$ cat src/rtl/spi_bridge_pkg.sv
// Shared types and constants for the SPI-to-register bridge.
package spi_bridge_pkg;
  localparam int ADDR_W     = 6;
  localparam int DATA_W     = 8;
  localparam int CMD_RW_BIT = 7;

  typedef enum logic [2:0] {
    IDLE,
    CMD,
    RD_FETCH,
    DATA,
    WR_ISSUE
  } state_t;

  function automatic logic [ADDR_W-1:0] addr_step(input logic [ADDR_W-1:0] a,
                                                  input logic inc);
    return a + {{(ADDR_W-1){1'b0}}, inc};
  endfunction
endpackage

$ cat src/rtl/spi_sync_edge.sv
// Multi-flop synchronizer for an asynchronous pin, with rise/fall detection
// taken from the last two synchronized samples.
module spi_sync_edge #(
  parameter int STAGES = 2
) (
  input  logic i_clk,
  input  logic i_rst,
  input  logic i_d,
  output logic o_sync,
  output logic o_rise,
  output logic o_fall
);
  logic [STAGES-1:0] r_sync;
  logic              r_prev;

  always_ff @(posedge i_clk or posedge i_rst) begin
    if (i_rst) begin
      r_sync <= '0;
      r_prev <= 1'b0;
    end else begin
      r_sync <= {r_sync[STAGES-2:0], i_d};
      r_prev <= r_sync[STAGES-1];
    end
  end

  assign o_sync = r_sync[STAGES-1];
  assign o_rise = r_sync[STAGES-1] & ~r_prev;
  assign o_fall = ~r_sync[STAGES-1] & r_prev;
endmodule

$ cat src/rtl/spi_reg_bridge.sv
// SPI mode-0 slave that turns command/data frames into one-clock read and
// write strobes on the register-block bus. All logic runs on clk.
module spi_reg_bridge
  import spi_bridge_pkg::*;
#(
  parameter int SYNC_STAGES = 2,
  parameter int AUTO_INC    = 1
) (
  input  logic              clk,
  input  logic              rst,
  input  logic              sclk,
  input  logic              cs_n,
  input  logic              mosi,
  output logic              miso,
  output logic              miso_oe,
  output logic              read,
  output logic              write,
  output logic [ADDR_W-1:0] addr,
  output logic [DATA_W-1:0] data_write,
  input  logic [DATA_W-1:0] data_read
);
  logic w_sclk_sync, w_sclk_rise, w_sclk_fall;
  logic w_cs_sync, w_cs_rise, w_cs_fall;

  spi_sync_edge #(.STAGES(SYNC_STAGES)) u_sclk_sync (
    .i_clk (clk),
    .i_rst (rst),
    .i_d   (sclk),
    .o_sync(w_sclk_sync),
    .o_rise(w_sclk_rise),
    .o_fall(w_sclk_fall)
  );

  spi_sync_edge #(.STAGES(SYNC_STAGES)) u_cs_sync (
    .i_clk (clk),
    .i_rst (rst),
    .i_d   (cs_n),
    .o_sync(w_cs_sync),
    .o_rise(w_cs_rise),
    .o_fall(w_cs_fall)
  );

  logic [SYNC_STAGES-1:0] r_mosi_sync;
  logic                   w_mosi;

  always_ff @(posedge clk or posedge rst) begin
    if (rst) r_mosi_sync <= '0;
    else     r_mosi_sync <= {r_mosi_sync[SYNC_STAGES-2:0], mosi};
  end
  assign w_mosi = r_mosi_sync[SYNC_STAGES-1];

  state_t            r_state, w_state_nxt;
  logic [2:0]        r_bit_cnt;
  logic [DATA_W-2:0] r_rx_shift;
  logic [DATA_W-1:0] r_tx_shift;
  logic [DATA_W-1:0] r_data_write;
  logic [ADDR_W-1:0] r_addr;
  logic              r_rw;
  logic              r_miso_oe;
  logic [DATA_W-1:0] w_rx_byte;
  logic              w_last_bit;
  logic              w_start;
  logic              w_inc;

  // The byte completing on this rise includes the mosi bit being sampled now.
  assign w_rx_byte  = {r_rx_shift, w_mosi};
  assign w_last_bit = w_sclk_rise && (r_bit_cnt == 3'd7);
  assign w_start    = w_cs_fall && !w_sclk_sync;
  assign w_inc      = (AUTO_INC != 0);

  always_ff @(posedge clk or posedge rst) begin
    if (rst) r_state <= IDLE;
    else     r_state <= w_state_nxt;
  end

  always_comb begin
    w_state_nxt = r_state;
    unique case (r_state)
      IDLE:     if (w_start) w_state_nxt = CMD;
      CMD: begin
        if (w_cs_sync)       w_state_nxt = IDLE;
        else if (w_last_bit) w_state_nxt = w_rx_byte[CMD_RW_BIT] ? DATA : RD_FETCH;
      end
      RD_FETCH: w_state_nxt = w_cs_sync ? IDLE : DATA;
      DATA: begin
        if (w_cs_sync)       w_state_nxt = IDLE;
        else if (w_last_bit) w_state_nxt = r_rw ? WR_ISSUE : RD_FETCH;
      end
      WR_ISSUE: w_state_nxt = DATA;
      default:  w_state_nxt = IDLE;
    endcase
  end

  always_ff @(posedge clk or posedge rst) begin
    if (rst) begin
      r_bit_cnt    <= '0;
      r_rx_shift   <= '0;
      r_tx_shift   <= '0;
      r_data_write <= '0;
      r_addr       <= '0;
      r_rw         <= 1'b0;
    end else begin
      unique case (r_state)
        IDLE: r_bit_cnt <= '0;
        CMD: begin
          if (!w_cs_sync && w_sclk_rise) begin
            r_rx_shift <= w_rx_byte[DATA_W-2:0];
            r_bit_cnt  <= r_bit_cnt + 3'd1;
            if (w_last_bit) begin
              r_rw   <= w_rx_byte[CMD_RW_BIT];
              r_addr <= w_rx_byte[ADDR_W-1:0];
            end
          end
        end
        RD_FETCH: r_tx_shift <= data_read;
        DATA: begin
          if (!w_cs_sync && w_sclk_rise) begin
            r_rx_shift <= w_rx_byte[DATA_W-2:0];
            r_bit_cnt  <= r_bit_cnt + 3'd1;
            if (w_last_bit) begin
              if (r_rw) r_data_write <= w_rx_byte;
              else      r_addr       <= addr_step(r_addr, w_inc);
            end
          end
          // The fall right after a byte load (bit_cnt==0) must keep bit7 in place.
          if (!w_cs_sync && w_sclk_fall && (r_bit_cnt != 3'd0))
            r_tx_shift <= {r_tx_shift[DATA_W-2:0], 1'b0};
        end
        WR_ISSUE: r_addr <= addr_step(r_addr, w_inc);
        default:  r_bit_cnt <= '0;
      endcase
      if (w_cs_sync && (r_state != WR_ISSUE)) r_bit_cnt <= '0;
    end
  end

  always_ff @(posedge clk or posedge rst) begin
    if (rst)            r_miso_oe <= 1'b0;
    else if (w_cs_fall) r_miso_oe <= 1'b1;
    else if (w_cs_rise) r_miso_oe <= 1'b0;
  end

  assign read       = (r_state == RD_FETCH);
  assign write      = (r_state == WR_ISSUE);
  assign addr       = r_addr;
  assign data_write = r_data_write;
  assign miso_oe    = r_miso_oe;
  assign miso       = (r_state == DATA && !r_rw) ? r_tx_shift[DATA_W-1] : 1'b0;
endmodule

$ cat config.mk
export PLATFORM = sky130hd
export DESIGN_NAME = spi_reg_bridge
export DESIGN_NICKNAME = d
export VERILOG_FILES = /design/src/rtl/spi_bridge_pkg.sv /design/src/rtl/spi_sync_edge.sv /design/src/rtl/spi_reg_bridge.sv
export SDC_FILE = /design/constraint.sdc
export NUM_CORES = 1
export LEC_CHECK = 0
export CAP_MARGIN = 25
export CELL_PAD_IN_SITES_DETAIL_PLACEMENT = 1
export CELL_PAD_IN_SITES_GLOBAL_PLACEMENT = 1
export CORE_MARGIN = 2
export CORE_UTILIZATION = 45
export CTS_BUF_LIST = sky130_fd_sc_hd__clkbuf_8
export DETAILED_ROUTE_END_ITERATION = 6
export GPL_TIMING_DRIVEN = 1
export PLACE_DENSITY_LB_ADDON = 0.1
export SLEW_MARGIN = 0
export SYNTH_ARGS = -nofsm -noshare
export SYNTH_HDL_FRONTEND = slang
export SYNTH_HIERARCHICAL = 1
export SYNTH_SLANG_ARGS = --single-unit
$ cat constraint.sdc
create_clock -name clk -period 1.8 [get_ports clk]
set_input_delay 0.54 -clock clk [delete_from_list [all_inputs] [get_ports clk]]
set_output_delay 0.54 -clock clk [all_outputs]
set_load 0.05 [all_outputs]
==> implementation parameters, run 1 <==
Parameter                              Value

CTS
  Number of sinks handled by clock tree synthesis ... 45
  Quantity of hold-fixing buffers added after cts ... 0
  CTS clock-pin slew for the worst setup and hold paths ... 80 ps
  Number of levels in the clock H-tree ... 2
  Maximum number of buffers from clock root to sink ... 2
  Master cell of the clock root buffer ... sky130_fd_sc_hd__clkbuf_8
  Latest clock arrival within the worst-skew pair ... about 300 ps
  CTS tree ... built
  TritonCTS Buffers ... 5

Floorplan
  Die height ... between 70 and 80 µm
  Site Rows ... 24
  Floorplan die width ... around 72 µm
  Overall die area ... approximately 5200 µm²
  Initial core utilization ... between 40 and 50%
  Standard cell core area ... ~4400 µm²
  # IOs ... 31

Power
  Power density over cell area ... 688 nW/µm²
  Peak supply drop ... ~0.44 mV
  Cell leakage power ... around 1.4 nW
  Design Power ... 2.00 mW

Synth
  Synthesized area per cell ... between 10 and 15 µm²
  Post-synthesis cell type with the largest combined area ... sky130_fd_sc_hd__dfrtp_1
  Count of cell types in the netlist ... 39
  Area contributors post-synth ... sky130_fd_sc_hd__dfrtp_1, sky130_fd_sc_hd__mux2_2, sky130_fd_sc_hd__mux2_1
  Most common flop cell mapped by yosys ... sky130_fd_sc_hd__dfrtp_1
  Area share of the leading cell type in the synthesized netlist ... between 50% and 60%
  Total standard cell area after synthesis ... around 2100 µm²
  Sequential cell area fraction in the yosys report ... 54.0%
  Yosys Warn Count ... 6
  Post-synthesis instance total ... 158
  Share of synthesized registers carrying an async set or reset ... 100%
  Seq cells post-synth ... between 40 and 50
  Number of nets in the synthesized netlist ... 175
  Number of enable-type register cells in the synthesized netlist ... 0

Cells and area
  Final design instance area without fill ... roughly 2900 µm²
  Commonest non-fill, non-tap cell in the layout ... sky130_fd_sc_hd__dfrtp_1
  Nets ... 222
  Leading cell types in the layout, fill and taps excluded ... sky130_fd_sc_hd__dfrtp_1, sky130_fd_sc_hd__mux2_2, sky130_fd_sc_hd__buf_12, sky130_fd_sc_hd__clkdlybuf4s50_1, sky130_fd_sc_hd__buf_4
  Number of non-filler instances in the completed layout ... about 260
  Diodes inserted ... 0
  P&R area growth vs syn ... 39.5%
  Number of fill cells ... ~430
  Fraction of final layout cells sized beyond drive strength 1 ... 42.2%
  Final core utilization ... about two thirds

STA
  Final hold viol count ... 0
  Final Hold Slack ... roughly 350 ps
  Setup Viol. Count Final ... 3
  Minimum clock period after layout ... 1870 ps
  Final Skew ... slightly below 6 ps
  Slew headroom ... 73.6%
  Setup TNS after final layout ... -151 ps
  Setup repair after global routing missed its margin ... yes
  Actual transition at the worst max-transition pin ... 396 ps
  Maximum achievable frequency ... between 500 and 600 MHz
  Final worst-path cycle share ... 104%
  Max-slew violation count ... 0
  Post-route worst setup slack ... -73.3 ps

GRT
  Maximum number of pins on one net before global-route repair ... 40
  Initial antenna violation count ... 0
  Vias in the first global route ... 1545
  Tot GR Track Use ... 19.8%
  Global route overflow ... 0
  Global-route wire length before repair ... between 7000 and 8000 µm

Hold path
  Hold Path Stages ... 0
  Class of the tightest hold or removal check ... flop to flop
  WHS Endpoint ... u_cs_sync/r_sync[1]$_DFF_PP0_
  Startpoint of the worst hold path ... u_cs_sync/r_sync[0]$_DFF_PP0_

Setup path
  Length in cells of the worst reg-to-reg path ... 6
  Buffering stage count on the worst path with inverters included ... 2
  Top fanout value on the critical path ... 5
  Crit. path cell count ... 3
  Worst setup path class ... flop to output port
  Cell with the largest stage delay on the worst path ... sky130_fd_sc_hd__dfrtp_2
  CP Data Arrival Time ... roughly 1300 ps
  Largest incremental delay on the critical path ... 490 ps
  Worst reg-to-reg setup slack ... approximately 20 ps
  Cells traversed along the worst timing path ... nor3b_4 > buf_6 > buf_12
  Category of the worst setup path launch point ... flop
  Endpoint of the worst-slack reg-to-reg timing path ... addr[5]$_DFFE_PP0P_
  Endpoint class of the critical path ... output port
  RR Startpoint ... r_state[1]$_DFFE_PP0P_
  Data required time at the worst endpoint ... 1260 ps
  Family of cells with the greatest summed delay on the critical path ... flip-flops

Placement
  Placed inst area ... ~2600 µm²
  RD Place Congestion ... 0.777
  Worst slack after detailed placement ... between 20 and 30 ps
  Placed cell count ... about 240
  Final HPWL DP ... 2980 µm
  Port Buffers ... 30

Routing
  DRC marker count from the first detailed-route iteration ... 64
  DRT antenna net count ... 0
  Number of remaining DRC errors ... 0
  Detailed-routing iteration count for the pre-antenna-repair pass ... 4
  Drt via density ... between 5 and 6
  Avg WL per Cell ... between 15 and 20 µm
  Aggregate routed wire length ... 4500 µm
  Vias after detailed routing ... 1407

Status
  Run status ... finished, violations left
  Failing checks ... setup timing

Flow run
  Max-capacitance violation count ... 0
## how the worst max path moves through the flow
stage,slack [ps],to,start
floorplan,-250,addr[2]$_DFFE_PP0P_,r_state[1]$_DFFE_PP0P_
CTS,-60,miso,r_state[2]$_DFFE_PP0P_
finish,-70,write,r_state[1]$_DFFE_PP0P_
global placement,120,read,r_state[1]$_DFFE_PP0P_
global route,-120,write,r_state[1]$_DFFE_PP0P_
detailed placement,30,addr[5]$_DFFE_PP0P_,u_sclk_sync/r_sync[1]$_DFF_PP0_
## final cells by class
class / count / area, µm² / area share, %
Clock buffer: 6 / 82.6 / 2.84
Clock inverter: 2 / 37.5 / 1.29
Inverter: 10 / 37.5 / 1.29
Multi-Input combinational cell: 96 / 923 / 31.7
Sequential cell: 45 / 1130 / 38.8
Tap cell: 52 / 65.1 / 2.24
Timing Repair Buffer: 47 / 636 / 21.8
## registers in the layout, indices dropped and copies added, names as in the netlist
name                cells
r_bit_cnt               3
u_sclk_sync/r_prev      1
u_cs_sync/r_prev        1
u_cs_sync/r_sync        2
r_state                 3
r_rx_shift              7
u_sclk_sync/r_sync      2
addr                    6
r_rw                    1
r_tx_shift              8
miso_oe                 1
r_mosi_sync             2
data_write              8
## what timing repair did
action	CTS	global route
setup endpoints to repair	5	12
hold endpoints to repair	0	0
gates resized for setup	7	8
setup buffers	5	5
pin swaps	3	4
gates cloned	0	1
## synth_stat cells (all sizes together) (2+ instances only)
cell / instances
dfrtp: 45
mux2: 33
inv: 10
buf: 8
a21oi: 7
nand2: 6
ha: 4
nand3: 4
o22a: 4
a22o: 3
mux2i: 3
nand2b: 3
nand3b: 3
nor2: 3
o21ai: 3
a21o: 2
and2b: 2
nor2b: 2
nor3b: 2
## cell families (layout without fill, tap and decap cells)
group | count (synthesis) | count (layout) | share of synthesized area, %
and+or+nand+nor | 31 | 32 | 10.9
muxes | 36 | 36 | 19.6
AOI/OAI and AO/OA | 24 | 24 | 8.28
DFF | 45 | 45 | 54.0
buffers and inverters | 18 | 65 | 4.86
adders and majority gates | 4 | 4 | 2.40
## metal layers
metal / part of all wire [%] / GRT usage (%)
met5: 0 / 0
met1: 44 / 25.4
met4: 2.1 / 7.55
met3: 3.3 / 4.31
met2: 51 / 32.8
## where the power goes
group	total (mW)	switching [mW]	internal (mW)
clock network	0.795	0.344	0.451
logic	0.136	0.0599	0.0764
registers	1.07	0.0317	1.04
total	2.00	0.436	1.57
Note: power is estimated with default switching activity, not from simulation.
==> run 2, diff against run 1 <==
--- a/config.mk
+++ b/config.mk
@@ -14,6 +14,7 @@
 export DETAILED_ROUTE_END_ITERATION = 6
 export GPL_TIMING_DRIVEN = 1
 export PLACE_DENSITY_LB_ADDON = 0.1
+export REMOVE_ABC_BUFFERS = 1
 export SLEW_MARGIN = 0
 export SYNTH_ARGS = -nofsm -noshare
 export SYNTH_HDL_FRONTEND = slang
==> run 2 against run 1 <==
  * The flow still finishes with violations (setup timing)
  * Wire length up 1.9%
  * Setup slack improved by 3.7 ps
  * Combinational power barely moved
  * Critical path depth grew 1
  * Maximum frequency rose by 0.20%
  * Sequential power hardly changed
==> implementation parameters, run 2 (synthesis gave the netlist of run 1 again) <==
Parameter                              Value

Cells and area
  Fraction of final layout cells sized beyond drive strength 1 ... 42.7% (+0.49 points)
  Number of fill cells ... 438 (+1.4%)
  P&R area growth vs syn ... 37.9%
  Leading cell types in the layout, fill and taps excluded ... sky130_fd_sc_hd__dfrtp_1, sky130_fd_sc_hd__mux2_2, sky130_fd_sc_hd__buf_12, sky130_fd_sc_hd__buf_4, sky130_fd_sc_hd__clkdlybuf4s50_1
  Sequential cell area ... 1130 µm² (+0.11%)
  Commonest non-fill, non-tap cell in the layout ... sky130_fd_sc_hd__dfrtp_1
  Total area of multi-input combinational cells ... 892 µm² (-3.4%)
  Diodes inserted ... 0 (unchanged)
  Nets ... 222 (unchanged)

GRT
  Vias in the first global route ... 1507 (-2.5%)
  Global-route wire length before repair ... 7430 µm (-4.4%)
  Tot GR Track Use ... 19.2% (-0.57 points)
  Global route overflow ... 0 (unchanged)
  Initial antenna violation count ... 0 (unchanged)
  Maximum number of pins on one net before global-route repair ... 27 (-33%)

Hold path
  Class of the tightest hold or removal check ... flop to flop

CTS
  TritonCTS Buffers ... 5 (unchanged)
  Maximum number of buffers from clock root to sink ... 2 (unchanged)
  Quantity of hold-fixing buffers added after cts ... 0 (unchanged)
  CTS tree ... built
  Number of levels in the clock H-tree ... 2 (unchanged)
  Latest clock arrival within the worst-skew pair ... 300 ps (about the same)
  CTS clock-pin slew for the worst setup and hold paths ... 80 ps (about the same)
  Master cell of the clock root buffer ... sky130_fd_sc_hd__clkbuf_8
  Number of sinks handled by clock tree synthesis ... 45 (unchanged)

Setup path
  Cell with the largest stage delay on the worst path ... sky130_fd_sc_hd__dfrtp_2
  Endpoint class of the critical path ... output port
  Worst setup path class ... flop to output port
  Largest incremental delay on the critical path ... 430 ps (-60 ps)
  Cells traversed along the worst timing path ... nand3b_4 > nor3b_2 > buf_4 > buf_12
  CP Data Arrival Time ... 1330 ps (about the same)
  Family of cells with the greatest summed delay on the critical path ... flip-flops
  Data required time at the worst endpoint ... 1260 ps (about the same)
  Buffering stage count on the worst path with inverters included ... 2 (unchanged)
  Category of the worst setup path launch point ... flop
  Top fanout value on the critical path ... 3 (-2)

Status
  Run status ... finished, violations left
  Failing checks ... setup timing

Routing
  Number of remaining DRC errors ... 0 (unchanged)
  Vias after detailed routing ... 1412 (+0.36%)
  Avg WL per Cell ... 17.8 µm (+1.9%)
  DRC marker count from the first detailed-route iteration ... 29 (-55%)
  Detailed-routing iteration count for the pre-antenna-repair pass ... 4 (unchanged)
  Aggregate routed wire length ... 4590 µm (+1.9%)
  Drt via density ... 5.47 (+0.36%)
  DRT antenna net count ... 0 (unchanged)

Flow run
  Max-capacitance violation count ... 0 (unchanged)

STA
  Final worst-path cycle share ... 104% (-0.20 points)
  Final Hold Slack ... 359 ps (+4.76 ps)
  Setup Viol. Count Final ... 3 (unchanged)
  Setup TNS after final layout ... -94.0 ps (+57.1 ps)
  Post-route worst setup slack ... -69.6 ps (+3.68 ps)
  Final Skew ... 4.92 ps (-0.845 ps)
  Slew headroom ... 74.7% (+1.1 points)
  Actual transition at the worst max-transition pin ... 380 ps (-16.5 ps)
  Maximum achievable frequency ... 535 MHz (+0.20%)
  Minimum clock period after layout ... 1870 ps (-3.68 ps)
  Setup repair after global routing missed its margin ... yes
  Final hold viol count ... 0 (unchanged)
  Max-slew violation count ... 0 (unchanged)

Floorplan
  Standard cell core area ... 4410 µm² (unchanged)
  Initial core utilization ... 47.3% (unchanged)
  Die height ... 72.1 µm (unchanged)
  # IOs ... 31 (unchanged)
  Floorplan die width ... 72.1 µm (unchanged)
  Overall die area ... 5200 µm² (unchanged)
  Site Rows ... 24 (unchanged)

Placement
  Port Buffers ... 30 (unchanged)
  RD Place Congestion ... 0.776 (about the same)
  Final HPWL DP ... 3140 µm (+5.4%)

Power
  Power density over cell area ... 692 nW/µm² (+0.59%)
  Cell leakage power ... 1.35 nW (-0.14%)
  Peak supply drop ... 0.575 mV (+31%)
## run 2: cell count changes in the layout (fill, tap and decap cells not counted), sizes merged
cell,previous run,this run
buf,35,36
nor2,4,3
## run 2: final timing paths
| kind | slack [ps] | end | cells past startpoint | startpoint |
|---|---|---|---|---|
| hold reg to reg | 360 | r_mosi_sync[1]$_DFF_PP0_ | 0 | r_mosi_sync[0]$_DFF_PP0_ |
| min in group asynchronous | 460 | u_sclk_sync/r_prev$_DFF_PP0_ | 2 | rst |
| hold / removal | 360 | r_mosi_sync[1]$_DFF_PP0_ | 0 | r_mosi_sync[0]$_DFF_PP0_ |
| max in group asynchronous | 850 | r_state[2]$_DFFE_PP0P_ | 3 | rst |
| setup reg to reg | 30 | addr[5]$_DFFE_PP0P_ | 5 | r_state[1]$_DFFE_PP0P_ |
| setup / recovery | -70 | miso | 4 | r_state[2]$_DFFE_PP0P_ |
## run 2: cell type report
cell class | count | share of cell area, %
clock buffers | 6 | 2.87
clock inverters | 2 | 1.30
inverters | 10 | 1.30
multi-input cells | 95 | 31.0
flip-flops and latches | 45 | 39.3
well taps | 52 | 2.26
repair buffers | 48 | 22.0
## run 2: worst reg2reg max path: cells and delay by family, from the launching register on
family / cells / cell delay (ps)
simple gates: 2 / 500
flops: 1 / 480
mux: 1 / 320
compound gates: 1 / 200
buf+inv: 1 / 160
## run 2: what timing repair did
item                       CTS  global route
setup endpoints to repair    3            20
resized for setup            8             4
setup buffers                7             4
gates cloned                 0             0
pin swaps                    2             1
## run 2: metal layers
layer  routed length [µm]  track usage (%)  vias up
met5                    0                0        -
met4                   95             8.81        0
met3                  184             5.00        9
met2                 2340             31.7       32
met1                 1970             23.6      717
li1                     -                -      654
## run 2: metrics by stage
step	setup slack [ps]	power [mW]	area, µm²	utilization [%]	cells
6_report	-69.6	1.99	2880	65.2	258
5_1_grt	-149	2.08	2880	65.2	258
2_1_floorplan	-674	1.15	2020	-	150
3_5_place_dp	47.2	1.23	2630	59.5	240
3_3_place_gp	91.7	1.22	2630	59.5	240
4_1_cts	-50.7	2.02	2810	63.7	254
## run 2: power breakdown
group	internal (mW)	switching, mW
combinational	0.0748	0.0615
sequential	1.04	0.0306
clock	0.451	0.334
total	1.57	0.426
==> variant, RTL diff (config.mk and constraints of run 1) <==
Re-encode `state_t` (5 states) as Gray code, 3 bits wide.
--- a/src/rtl/spi_bridge_pkg.sv
+++ b/src/rtl/spi_bridge_pkg.sv
@@ -5,11 +5,11 @@
   localparam int CMD_RW_BIT = 7;
 
   typedef enum logic [2:0] {
-    IDLE,
-    CMD,
-    RD_FETCH,
-    DATA,
-    WR_ISSUE
+    IDLE     = 3'b000,
+    CMD      = 3'b001,
+    RD_FETCH = 3'b011,
+    DATA     = 3'b010,
+    WR_ISSUE = 3'b110
   } state_t;
 
   function automatic logic [ADDR_W-1:0] addr_step(input logic [ADDR_W-1:0] a,
Function: same outputs for any inputs over 10 cycles, from zero or initial values and one cycle with rst high; not proved beyond that.
==> variant against run 1 <==
Hold slack better by 0.013 ns; clock skew fell by 0.0012 ns; synthesized area is 5.0% higher; cell area up 5.1%; first-iteration DRC count decreased by 44%; routed wire length up 20%; sequential share of layout area fell by 1.9 points; sequential cell count is the same; worst setup slack improved by 0.089 ns; critical path type is now reg -> reg; critical endpoint is now addr[4]; largest cell class unchanged; highest routed layer unchanged.
Power is not compared: it rests on default switching activity, and its combinational part moved more than twofold at a synthesized area within 25%.
==> variant: results <==
[layout]
drive_gt1_share_pct = 39.39
buffers = 48
seq_area_share_pct = 36.91
num-multi-input-gates = 115
fillCellCount = 478
multi_input_area_sq_um = 1015

[route]
met3_length_um = 202
wl_per_cell_um = 18.09
vias_per_cell = 5.322
route.met2.wl_um = 2813
routed_wl_um = 5391

[yosys]
syn_inst = 181
yosysSeqAreaShare_pct = 51.40
synth_top_cell_area_share_pct = 51.40

[global_routing]
grt_usage_pct = 22.05
grt_first_pass_wirelength_um = 8935
grt_use_met2_pct = 37.70
grt_use_met1_pct = 27.34

[clocking]
cts_setup_buffers = 2

[outcome]
outcome = complete, no violations

[worst_setup_path]
critPathArrivalTime_ns = 2.00
critPathMaxStageDelay_ns = 0.40
rr_worst_depth = 7
critPathTopFamily = compound AO/OA/AOI/OAI gates
path_max_fanout = 4
endpoint = addr[4]

[placement]
dp.cells = 283
globalplace.congestion = 0.8795
place_ws_ns = -0.08659

[timing]
worst_hold_slack_ns = 0.3675
slew_headroom_pct = 62.46
fin_crit_sh_pct = 99.10

[hold_path]
worstHoldEndpoint = u_sclk_sync/r_sync[1]
[variant: changes by cell type after synthesis, moves of 5 or more]
| cell | before | now |
|---|---|---|
| a21oi_1 | 7 | 2 |
| inv_1 | 10 | 15 |
| mux2_1 | 5 | 0 |
| mux2_2 | 26 | 7 |
| mux2_4 | 2 | 8 |
| nand2_1 | 6 | 11 |
| nor2_1 | 2 | 8 |
| o21a_1 | 0 | 8 |
[variant: logic make-up (layout without fill, tap and decap cells)]
kind of cell / Yosys count / count (layout) / share of synthesized area, %
flip-flops: 45 / 45 / 51.40
AND/OR/NAND/NOR: 53 / 53 / 15.42
multiplexers: 16 / 16 / 9.538
AO/OA/AOI/OAI: 41 / 41 / 16.22
XOR/XNOR: 1 / 1 / 0.3998
buffers and inverters: 21 / 71 / 4.740
adder cells (fa/ha/maj): 4 / 4 / 2.285
[variant: power breakdown]
group / switching [W] / total, W / internal (W)
Sequential: 0.0000744 / 0.00115 / 0.00107
Clock: 0.000356 / 0.000908 / 0.000551
Combinational: 0.000136 / 0.000289 / 0.000153
